<file path="config.mk">
export PLATFORM = sky130hd
export DESIGN_NAME = clk_ratio_meter
export DESIGN_NICKNAME = d
export VERILOG_FILES = /design/src/rtl/clk_ratio_pkg.sv /design/src/rtl/clk_ratio_meter_edge_sync.sv /design/src/rtl/clk_ratio_meter.sv
export SDC_FILE = /design/constraint.sdc
export NUM_CORES = 1
export LEC_CHECK = 0
export BUFFER_PORTS_ARGS = -buffer_cell sky130_fd_sc_hd__buf_2
export CELL_PAD_IN_SITES_DETAIL_PLACEMENT = 0
export CELL_PAD_IN_SITES_GLOBAL_PLACEMENT = 1
export CORE_MARGIN = 2
export CORE_UTILIZATION = 40
export CTS_CLUSTER_DIAMETER = 100
export DETAILED_ROUTE_END_ITERATION = 7
export MAX_ROUTING_LAYER = met4
export PLACE_DENSITY_LB_ADDON = 0.1
export SETUP_SLACK_MARGIN = 0.2
export SYNTH_ARGS = -nofsm -noshare
export SYNTH_HDL_FRONTEND = slang
export SYNTH_SLANG_ARGS = --single-unit
</file>
<file path="constraint.sdc">
create_clock -name clk_in -period 3.6 [get_ports clk_in]
set_input_delay 0.72 -clock clk_in [delete_from_list [all_inputs] [get_ports clk_in]]
set_output_delay 0.72 -clock clk_in [all_outputs]
set_load 0.05 [all_outputs]
</file>
<file path="src/rtl/clk_ratio_pkg.sv">
// ============================================================================
// Module   : clk_ratio_pkg
// Desc     : Shared FSM state type and constants for clk_ratio_meter.
// Revision : 1.0 - initial release
// ============================================================================
`default_nettype none

package clk_ratio_pkg;

    typedef enum logic [1:0] {
        IDLE  = 2'd0,
        ARMED = 2'd1,
        HIGH  = 2'd2,
        LOW   = 2'd3
    } clk_ratio_state_t;

    // Largest |high - low| still reported as balanced; 1 lets odd divisors pass.
    localparam int CLK_RATIO_BAL_TOL = 1;

endpackage

`default_nettype wire

</file>
<file path="src/rtl/clk_ratio_meter_edge_sync.sv">
// ============================================================================
// Module   : edge_sync
// Desc     : Conditions mon_clk (optional synchronizer) and detects its edges.
// Macro    : CLK_RATIO_SYNC_EN - insert a SYNC_STAGES-deep synchronizer.
// Revision : 1.0 - initial release
// ============================================================================
`default_nettype none

module edge_sync #(
    parameter int SYNC_STAGES = 2
) (
    input  logic clk_in,
    input  logic rst_n,
    input  logic mon_clk,
    output logic s,
    output logic rise,
    output logic fall
);

    logic w_s;
    logic r_s_d;

    generate
        if (SYNC_STAGES < 2) begin : g_bad_sync_depth
            $error("edge_sync: SYNC_STAGES must be at least 2");
        end
    endgenerate

`ifdef CLK_RATIO_SYNC_EN
    logic [SYNC_STAGES-1:0] r_sync;

    always_ff @(posedge clk_in) begin
        if (!rst_n) begin
            r_sync <= '0;
        end else begin
            r_sync <= {r_sync[SYNC_STAGES-2:0], mon_clk};
        end
    end

    assign w_s = r_sync[SYNC_STAGES-1];
`else
    assign w_s = mon_clk;
`endif

    always_ff @(posedge clk_in) begin
        if (!rst_n) begin
            r_s_d <= 1'b0;
        end else begin
            r_s_d <= w_s;
        end
    end

    assign s    = w_s;
    assign rise = w_s & ~r_s_d;
    assign fall = ~w_s & r_s_d;

endmodule

`default_nettype wire

</file>
<file path="src/rtl/clk_ratio_meter.sv">
// ============================================================================
// Module   : clk_ratio_meter
// Desc     : Measures high/low/period of a divided clock sampled in clk_in.
// Macro    : CLK_RATIO_SYNC_EN - synchronize mon_clk before measuring.
// Revision : 1.0 - initial release
// ============================================================================
`default_nettype none

module clk_ratio_meter
    import clk_ratio_pkg::*;
#(
    parameter int CNT_W       = 8,
    parameter int SYNC_STAGES = 2
) (
    input  logic             clk_in,
    input  logic             rst_n,
    input  logic             mon_clk,
    output logic             meas_valid,
    output logic [CNT_W-1:0] high_cnt,
    output logic [CNT_W-1:0] low_cnt,
    output logic [CNT_W:0]   period,
    output logic             balanced,
    output logic             stuck
);

    localparam logic [CNT_W-1:0] c_cnt_max = '1;
    localparam logic [CNT_W-1:0] c_cnt_one = {{(CNT_W-1){1'b0}}, 1'b1};
    localparam logic [CNT_W-1:0] c_bal_tol = CNT_W'(CLK_RATIO_BAL_TOL);

    clk_ratio_state_t r_state;
    clk_ratio_state_t w_state_nxt;

    logic             w_s;
    logic             w_rise;
    logic             w_fall;
    logic [CNT_W-1:0] r_hcnt;
    logic [CNT_W-1:0] r_lcnt;
    logic [CNT_W-1:0] r_wait;
    logic [CNT_W-1:0] w_diff;
    logic             w_publish;
    logic             w_hcnt_load;
    logic             w_hcnt_inc;
    logic             w_lcnt_load;
    logic             w_lcnt_inc;
    logic             w_cnt_sat;
    logic             w_in_wait;
    logic             w_wait_sat;

    edge_sync #(
        .SYNC_STAGES (SYNC_STAGES)
    ) u_edge_sync (
        .clk_in  (clk_in),
        .rst_n   (rst_n),
        .mon_clk (mon_clk),
        .s       (w_s),
        .rise    (w_rise),
        .fall    (w_fall)
    );

    always_ff @(posedge clk_in) begin
        if (!rst_n) begin
            r_state <= IDLE;
        end else begin
            r_state <= w_state_nxt;
        end
    end

    always_comb begin
        w_state_nxt = r_state;
        unique case (r_state)
            IDLE:    if (!w_s) w_state_nxt = ARMED;
            ARMED:   if (w_rise) w_state_nxt = HIGH;
            HIGH: begin
                if (w_fall)         w_state_nxt = LOW;
                else if (w_cnt_sat) w_state_nxt = IDLE;
            end
            LOW: begin
                if (w_rise)         w_state_nxt = HIGH;
                else if (w_cnt_sat) w_state_nxt = IDLE;
            end
            default: w_state_nxt = IDLE;
        endcase
    end

    always_comb begin
        w_publish   = 1'b0;
        w_hcnt_load = 1'b0;
        w_hcnt_inc  = 1'b0;
        w_lcnt_load = 1'b0;
        w_lcnt_inc  = 1'b0;
        w_cnt_sat   = 1'b0;
        unique case (r_state)
            ARMED: w_hcnt_load = w_rise;
            HIGH: begin
                if (w_fall)                 w_lcnt_load = 1'b1;
                else if (r_hcnt == c_cnt_max) w_cnt_sat = 1'b1;
                else                          w_hcnt_inc  = 1'b1;
            end
            LOW: begin
                if (w_rise) begin
                    w_publish   = 1'b1;
                    w_hcnt_load = 1'b1;
                end else if (r_lcnt == c_cnt_max) begin
                    w_cnt_sat   = 1'b1;
                end else begin
                    w_lcnt_inc  = 1'b1;
                end
            end
            default: ;
        endcase
    end

    assign w_in_wait  = (r_state == IDLE) || (r_state == ARMED);
    assign w_wait_sat = w_in_wait && (r_wait == c_cnt_max);
    assign w_diff     = (r_hcnt >= r_lcnt) ? (r_hcnt - r_lcnt) : (r_lcnt - r_hcnt);

    always_ff @(posedge clk_in) begin
        if (!rst_n) begin
            r_hcnt     <= '0;
            r_lcnt     <= '0;
            r_wait     <= '0;
            meas_valid <= 1'b0;
            high_cnt   <= '0;
            low_cnt    <= '0;
            period     <= '0;
            balanced   <= 1'b0;
            stuck      <= 1'b0;
        end else begin
            if (w_state_nxt != r_state) begin
                r_wait <= '0;
            end else if (w_in_wait && !w_wait_sat) begin
                r_wait <= r_wait + 1'b1;
            end

            if (w_hcnt_load)     r_hcnt <= c_cnt_one;
            else if (w_hcnt_inc) r_hcnt <= r_hcnt + 1'b1;

            if (w_lcnt_load)     r_lcnt <= c_cnt_one;
            else if (w_lcnt_inc) r_lcnt <= r_lcnt + 1'b1;

            meas_valid <= w_publish;
            if (w_publish) begin
                high_cnt <= r_hcnt;
                low_cnt  <= r_lcnt;
                period   <= {1'b0, r_hcnt} + {1'b0, r_lcnt};
                balanced <= (w_diff <= c_bal_tol);
            end

            // A good publish is the only thing besides reset that clears stuck.
            if (w_publish) begin
                stuck <= 1'b0;
            end else if (w_cnt_sat || w_wait_sat) begin
                stuck <= 1'b1;
            end
        end
    end

endmodule

`default_nettype wire
</file>
## Word-level counts from Yosys, hierarchy flattened

Cells that the tools add are included.

- Output and inout port bits: 28
- Register bits: 55
- Logic and storage cells: 72
- Bits of input ports: 3

- $add $sub $neg: 6
- Order comparisons: 2
- Equal/unequal tests: 7
- Multiplexer cells: 27
- Reduce and logical (&&, ||, !) cells: 12
- Bitwise operators: 5

Operator list:

| kind | count |
|---|---|
| $add 8x1->8 const B | 3 |
| $eq 8x8->1 const B | 3 |
| $mux 1 | 18 |
| $sub 8x8->8 | 2 |
| $mux 2 | 5 |
| $add 8x8->9 | 1 |
| $ge 8x8->1 | 1 |
| $le 8x1->1 const B | 1 |
| $mux 8 | 1 |
| $pmux 2 s4 | 1 |
| $reduce_or 2->1 | 4 |
| $eq 2x2->1 const B | 2 |
| $pmux 1 s2 | 2 |
| $reduce_bool 2->1 | 2 |
| $not 1->1 | 3 |
| $and 1x1->1 | 2 |
| $eq 2x1->1 const B | 1 |
| $logic_and 1x1->1 | 2 |
| $logic_not 2->1 | 1 |
| $logic_or 1x1->1 | 2 |
| $ne 2x2->1 | 1 |
| $logic_not 1->1 | 1 |

## Longest topological paths before layout

Gate-level depths: netlist of run 1.

- Depth in word-level cells: 9
- Gate-level depth with buffers: 11
- Mapped depth without buffers: 11

## Modules after synthesis

A second synthesis of run 1 with hierarchy kept.

- Cells, all modules: 378
- Area, all modules: 3,146.8 µm²

Modules (own cells, without submodules):

| module | area an instance (µm²) | instances | seq. area each (µm²) | cells an instance |
|---|---|---|---|---|
| clk_ratio_meter | 3,100.5 | 1 | 1,081.0 | 373 |
| edge_sync | 46.3 | 1 | 20.0 | 5 |

## Least setup slack after synthesis of run 1

No wires, ideal clock.

- Path type: register -> register
- Start point: register r_lcnt[0]
- End point: register balanced
- Required time: 3.516 ns
- Clock period less this slack: 2.357 ns
- Arrival: 2.273 ns
- Path buffers: 0
- Cell stages (with the launch flop): 11
- Setup time: 0.084 ns
- Setup slack: 1.243 ns
- Cell sequence: dfxtp_1 > ha_1 > inv_1 > fa_1 > nand3_2 > a31oi_4 > nor3_4 > mux2i_1 > o221ai_2 > xnor2_1 > o31ai_2

- Cells in the longest elaborated chain, start to end: 3
- Elaborated cells between the ends (all ways): 5
- Classes of those cells: add/sub (2); order compare (2); mux (1)

Ends and longest elaborated chain:

| what | RTL line | source |
|---|---|---|
| from (decl) | clk_ratio_meter.sv:37 | `logic [CNT_W-1:0] r_lcnt;` |
| from (signal assigned) | clk_ratio_meter.sv:138 | `if (w_lcnt_load) r_lcnt <= c_cnt_one;` |
| from (signal assigned) | clk_ratio_meter.sv:139 | `else if (w_lcnt_inc) r_lcnt <= r_lcnt + 1'b1;` |
| $sub 8x8->8 or $ge 8x8->1 (tied branches) | clk_ratio_meter.sv:115 | `assign w_diff = (r_hcnt >= r_lcnt) ? (r_hcnt - r_lcnt) : (r_lcnt - r_hcnt);` |
| $mux 8 (*) | clk_ratio_meter.sv:115 |  |
| $le 8x1->1 (*) | clk_ratio_meter.sv:146 | `balanced <= (w_diff <= c_bal_tol);` |
| to (signal assigned) | clk_ratio_meter.sv:146 |  |
| to (decl) | clk_ratio_meter.sv:22 | `output logic balanced,` |

Mark *: on every way between the ends. The rest lies on a longest branch, timed or not.
A chain may end at the register's enable or synchronous reset.

## Worst setup path in the final report of run 1

Ends and elaborated chain as after synthesis.

==> results.md, run 1 <==
* Max transition margin at 0.712
* Critical-path cell list: ha_1 > inv_1 > fa_1 > nand3_2 > a31oi_4 > nor3_4 > mux2i_1 > mux2i_1 > a2111oi_2 > o31ai_2
* CP endpoint kind: flip-flop
* Buf/Inv on CP at 1
* Switch Pwr at 272 uW
* Unrepaired setup endpoints after global routing: false
* # fillers at 865
* Comb power frac at 0.064
* Initial DRC count at 104
* Gates resized, CTS repair at 0
* PwrDens at 289 mW/mm2
* Sequential power share at 0.595
* Area growth, synth to finish at 10.4%
* Die Span Y at 94.8 um
* CTS buffer count at 5
* Post-synthesis cell type count at 54
* H-Tree Depth at 2
* Vias in the first global route at 2,652
* Top area cells in the synthesized netlist: dfxtp_1 (33%), ha_1 (9.9%), a21oi_1 (6.2%)
* Crit-path leading delay family: adder cells
* # Post-CTS Setup Buffers at 0
* Overall routing resource usage at 0.206
* Setup Skew at 0.0136 ns
* Fin Setup TNS at 0 ns
* Status: complete, no violations
* CP arrival at 2.96 ns
* Max Clk Rate at 369 MHz
* Antenna-violating nets left at 0
* Clock Path Buffers at 2
* Worst Hold Class: reg -> reg
* Post-layout util at 0.450
* Crit path required time at 3.85 ns
* Reg clk slew, reported paths at 0.11 ns
* Cell-internal power at 779 uW
* Most common cell after layout, fill and taps aside: dfxtp_1
* Ys Warns at 0
* Clock Power Share at 0.341
* Reg-to-reg critical path startpoint: r_lcnt[0]$_SDFFE_PN0P_
* Leak pwr at 1.40 nW
* Final Net Count at 452
* Pins Over Slew Limit at 0
* Yosys reg bits at 55
* DRC violations left at 0
* Yosys top cell area share at 0.334
* Commonest cells after routing, fill and taps aside: dfxtp_1 (55), nand2_1 (48), a21oi_1 (41), nor2_1 (32), buf_2 (30)
* Avg WL per Cell at 15.9 um
* CTS Root Cell: clkbuf_8
* Post-synth EDFFs at 0
* First-pass GRT wire length at 13,900 um
* Main synth FF type: dfxtp_1
* Max cap viols at 0
* TritonCTS clock tree: done
* Dominant cell type by area after synthesis: dfxtp_1
* Area taken by multi-input logic gates at 0.00201 mm2
* Critical setup path kind: reg -> reg
* Syn avg cell area at 8.41 um2
* Pin count of the biggest net entering global routing at 29
* Hold Startpoint: high_cnt[7]$_SDFFE_PN0P_
* Worst setup SP type: flip-flop
* Post-Route WL at 8360 um
* Async set-reset flop share out of synthesis at 0
* Post-Syn Area at 0.00330 mm2
* Final Wtd Congestion at 0.831
* Core Box Area at 0.00809 mm2
* Crit-path max cell delay at 0.54 ns
* Worst-Skew Late Latency at 0.32 ns
* Share of cells above drive strength 1 at 0.143
* Worst slew pin tran at 0.431 ns
* Crit-path max FO at 8
* Hold Vio Cnt, Final at 0
* Worst VDD drop at 145 uV
* Port Buffers at 30
* Final worst path period need at 2.71 ns
* Sequential share of the synthesized area at 0.334
* Via count at 2,773
* Initial antenna violation count at 0
* Worst path slowest cell: dfxtp_1
* Switching Share at 0.259
* Die Area at 0.00898 mm2
* Inserted Diodes at 0
* Post-Synthesis Cells at 392
* IO Count at 31
* Part of the cycle the worst path needs at 0.753
* Worst Setup SP: r_lcnt[0]$_SDFFE_PN0P_
* Hold buffer count at CTS at 0
* Pre-antenna DRT Iters at 4
* Gr ovfl total at 0
* Critical path's most frequent cell: mux2i_1
* DR vias/cell at 5.27
* Die X at 94.8 um
* Initial Util at 0.407
* Post-DP HPWL at 6380 um
* Clock sinks at 55
* Final setup fails at 0
* Area occupied by registers at 0.00110 mm2
* Synthesized net count at 424
* # rows at 33
## flip-flops by register name, indices dropped and copies added (netlist names)
register / cells
period: 9
high_cnt: 8
low_cnt: 8
r_hcnt: 8
r_lcnt: 8
r_wait: 8
r_state: 2
balanced: 1
meas_valid: 1
stuck: 1
u_edge_sync.r_s_d: 1
## cells by family after synthesis
logic type | count (synthesis) | synth area share
DFF | 55 | 0.334
AOI/OAI and AO/OA | 94 | 0.189
buffers and inverters | 45 | 0.0562
and+or+nand+nor | 137 | 0.215
xor gates and xnor gates | 24 | 0.0638
muxes | 8 | 0.0243
adders and majority gates | 29 | 0.117
## cells in the mapped netlist, types with 5 or more instances
master and number:
o21ai_0 13, a211oi_1 8, nand2_1 48, xnor2_1 18, nand3_1 11, clkbuf_1 9
xor2_1 6, a21oi_1 41, dfxtp_1 55, mux2i_1 8, nor2_1 32, and3_1 6
inv_1 29, ha_1 26, o21bai_1 5, nand4_1 12
## routing by layer
layer	track usage	routed length, um
met5	-	0
met4	0.0713	219
met3	0.0295	291
met2	0.304	3620
met1	0.288	4230
## final timing paths
kind | end | slack (ns) | depth (start not counted)
hold reg to reg | high_cnt[7]$_SDFFE_PN0P_ | 0.46 | 2
setup reg to reg | balanced$_SDFFE_PN0P_ | 0.89 | 10
setup / recovery | balanced$_SDFFE_PN0P_ | 0.89 | 10
hold / removal | high_cnt[7]$_SDFFE_PN0P_ | 0.46 | 2
## metrics by stage
stage / hold WS [ns] / power [mW] / cells / instance area [um2] / setup slack, ns
6_report: 0.458 / 1.05 / 526 / 3640 / 0.888
5_1_grt: 0.484 / 1.10 / 526 / 3640 / 0.641
4_1_cts: 0.459 / 1.06 / 526 / 3640 / 0.885
3_5_place_dp: 0.443 / 0.706 / 518 / 3550 / 0.878
3_3_place_gp: 0.438 / 0.706 / 518 / 3550 / 0.878
2_1_floorplan: 0.472 / 0.686 / 392 / 3300 / 1.24
## worst register-to-register path, cell delays in order (launching register included)
cell and delay, ns:
dfxtp_1 0.54, ha_1 0.25, inv_1 0.06, fa_1 0.41, nand3_2 0.12, a31oi_4 0.12
nor3_4 0.29, mux2i_1 0.34, mux2i_1 0.26, a2111oi_2 0.06, o31ai_2 0.20
## power by group through the flow
stage / clock network [mW] / registers (mW) / logic, mW
3_5_place_dp: 0 / 0.639 / 0.0664
4_1_cts: 0.371 / 0.625 / 0.0670
5_1_grt: 0.399 / 0.627 / 0.0761
6_report: 0.358 / 0.625 / 0.0669
3_3_place_gp: 0 / 0.639 / 0.0667
2_1_floorplan: 0 / 0.638 / 0.0477
## area by class of cell
cell class	count	share of cell area
flip-flops and latches	55	0.303
repair buffers	36	0.0536
inverters	30	0.0309
clock buffers	6	0.0199
well taps	105	0.0361
multi-input cells	292	0.552
clock inverters	2	0.00447
(Power assumes the default switching activity.)
==> run 2, diff against run 1 <==
- clock period: 3.6 -> 2.5 ns (I/O delays scaled with it)
==> run 2 against run 1 <==
Wire length rose by 2.8%. Global-route usage about the same. Critical path depth is 2 higher. Power rose by 55%. Clock power rose by 74%. Clock-buffer cell count is the same. Worst hold slack got worse by 0.023 ns. Largest cell class unchanged.
==> results.md, run 2 (synthesis results as in run 1) <==
* Vias in the first global route at 2,638
* Overall routing resource usage at 0.206
* Critical setup path kind: reg -> reg
* Worst VDD drop at 201 uV
* H-Tree Depth at 2
* Initial Util at 0.407
* Worst Hold Class: in -> reg
* Worst path slowest cell: fa_2
* Gr ovfl total at 0
* Post-Route WL at 8590 um
* DR vias/cell at 5.27
* Final worst path period need at 2.34 ns
* Clock sinks at 55
* Max transition margin at 0.728
* Area occupied by registers at 0.00111 mm2
* Inserted Diodes at 0
* Pre-antenna DRT Iters at 4
* Share of cells above drive strength 1 at 0.231
* Crit path required time at 2.74 ns
* Initial DRC count at 143
* Worst-Skew Late Latency at 0.31 ns
* Part of the cycle the worst path needs at 0.934
* Port Buffers at 30
* Placement Setup Slack at 0.0736 ns
* Final Net Count at 473
* Buf/Inv on CP at 3
* Sequential power share at 0.549
* Hold Vio Cnt, Final at 0
* Hold path cells at 2
* Switch Pwr at 401 uW
* Post-DP HPWL at 6560 um
* Final WS setup at 0.165 ns
* Most common cell after layout, fill and taps aside: nand2_1
* Die X at 94.8 um
* Reg2reg path depth at 12
* Critical-path cell list: inv_2 > ha_4 > inv_2 > fa_2 > nand3_4 > a31oi_4 > nor3_4 > buf_6 > mux2i_4 > xor2_1 > o2111ai_1 > o31ai_2
* Clock Power Share at 0.382
* Area growth, synth to finish at 19.7%
* Area taken by multi-input logic gates at 0.00212 mm2
* Largest register FFs at 9
* Avg WL per Cell at 15.7 um
* CTS buffer count at 5
* Worst slew pin tran at 0.407 ns
* # rows at 33
* Comb power frac at 0.069
* Setup Skew at 0.0110 ns
* CTS Root Cell: clkbuf_8
* # fillers at 833
* Crit-path max cell delay at 0.41 ns
* Flop-to-flop setup slack at 0.16 ns
* Max Clk Rate at 428 MHz
* Reg clk slew, reported paths at 0.11 ns
* Hold buffer count at CTS at 0
* TritonCTS clock tree: done
* Clock Path Buffers at 2
* Largest Register: period
* IO Count at 31
* Via count at 2,881
* Switching Share at 0.246
* CP endpoint kind: flip-flop
* Core Box Area at 0.00809 mm2
* First-pass GRT wire length at 13,900 um
* DRC violations left at 0
* WP depth at 12
* Post-layout util at 0.487
* Crit-path max FO at 3
* Cell-internal power at 1.23 mW
* Pins Over Slew Limit at 0
* Antenna-violating nets left at 0
* Commonest cells after routing, fill and taps aside: nand2_1 (48), dfxtp_1 (47), a21oi_1 (41), nor2_1 (32), buf_2 (30)
* Final setup fails at 0
* Final Wtd Congestion at 0.878
* CP arrival at 2.58 ns
* Worst setup SP type: flip-flop
* Leak pwr at 1.54 nW
* Unrepaired setup endpoints after global routing: true
* Die Span Y at 94.8 um
* Status: complete, no violations
* Pin count of the biggest net entering global routing at 34
* Die Area at 0.00898 mm2
* Max cap viols at 0
* Initial antenna violation count at 0
* Crit-path leading delay family: adder cells
* Critical path's most frequent cell: inv_2
* PwrDens at 414 mW/mm2
## run 2: cell count changes in the layout (fill, tap and decap cells not counted), moves of 3 or more
cell and change:
mux2i_1 -3, buf_4 +19, dfxtp_2 +7, dfxtp_1 -8, ha_1 -5, ha_4 +4
## run 2: worst paths after layout
path	start	end
min reg2reg	low_cnt[4]$_SDFFE_PN0P_	low_cnt[4]$_SDFFE_PN0P_
max reg2reg	r_hcnt[0]$_SDFFE_PN0P_	balanced$_SDFFE_PN0P_
min	mon_clk	r_state[0]$_SDFF_PN0_
max	r_hcnt[0]$_SDFFE_PN0P_	balanced$_SDFFE_PN0P_
## run 2: stage by stage
step / instance area, um2 / power [mW] / cells / setup TNS [ns] / hold slack, ns
global route: 3950 / 1.69 / 547 / -0.0108 / 0.464
CTS: 3860 / 1.63 / 545 / 0 / 0.429
detailed placement: 3690 / 1.02 / 534 / 0 / 0.445
finish: 3950 / 1.63 / 547 / 0 / 0.435
global placement: 3690 / 1.02 / 534 / 0 / 0.441
floorplan: 3310 / 0.988 / 392 / 0 / 0.472
## run 2: per-layer routing
metal | track usage | part of all wire | vias to the layer above
li1 | - | - | 1469
met1 | 0.293 | 0.51 | 1350
met2 | 0.317 | 0.45 | 54
met3 | 0.0239 | 0.028 | 8
met4 | 0.0399 | 0.0099 | 0
met5 | - | 0 | -
## run 2: cell type report
cell class | instances | share of cell area
multi-input cells | 292 | 0.536
flip-flops and latches | 55 | 0.282
repair buffers | 57 | 0.0913
well taps | 105 | 0.0333
inverters | 30 | 0.0285
clock buffers | 6 | 0.0184
clock inverters | 2 | 0.00983
## run 2: worst register-to-register path: stages (launching register included)
cell and delay, ns:
dfxtp_2 0.34, inv_2 0.06, ha_4 0.12, inv_2 0.04, fa_2 0.41, nand3_4 0.09, a31oi_4 0.10, nor3_4 0.22
buf_6 0.15, mux2i_4 0.24, xor2_1 0.16, o2111ai_1 0.13, o31ai_2 0.21
## run 2: power groups by stage
stage	sequential (mW)	combinational (mW)	clock (mW)
after floorplan	0.918	0.0694	0
after global placement	0.916	0.103	0
after detailed placement	0.917	0.103	0
after CTS	0.896	0.106	0.633
after global routing	0.898	0.124	0.667
final	0.896	0.113	0.623
## run 2: timing repair
action	4_1_cts	5_1_grt
buffers inserted	3	2
endpoints found under the setup margin	1	2
pin swaps	1	8
gates resized for setup	7	16
cloned	0	0
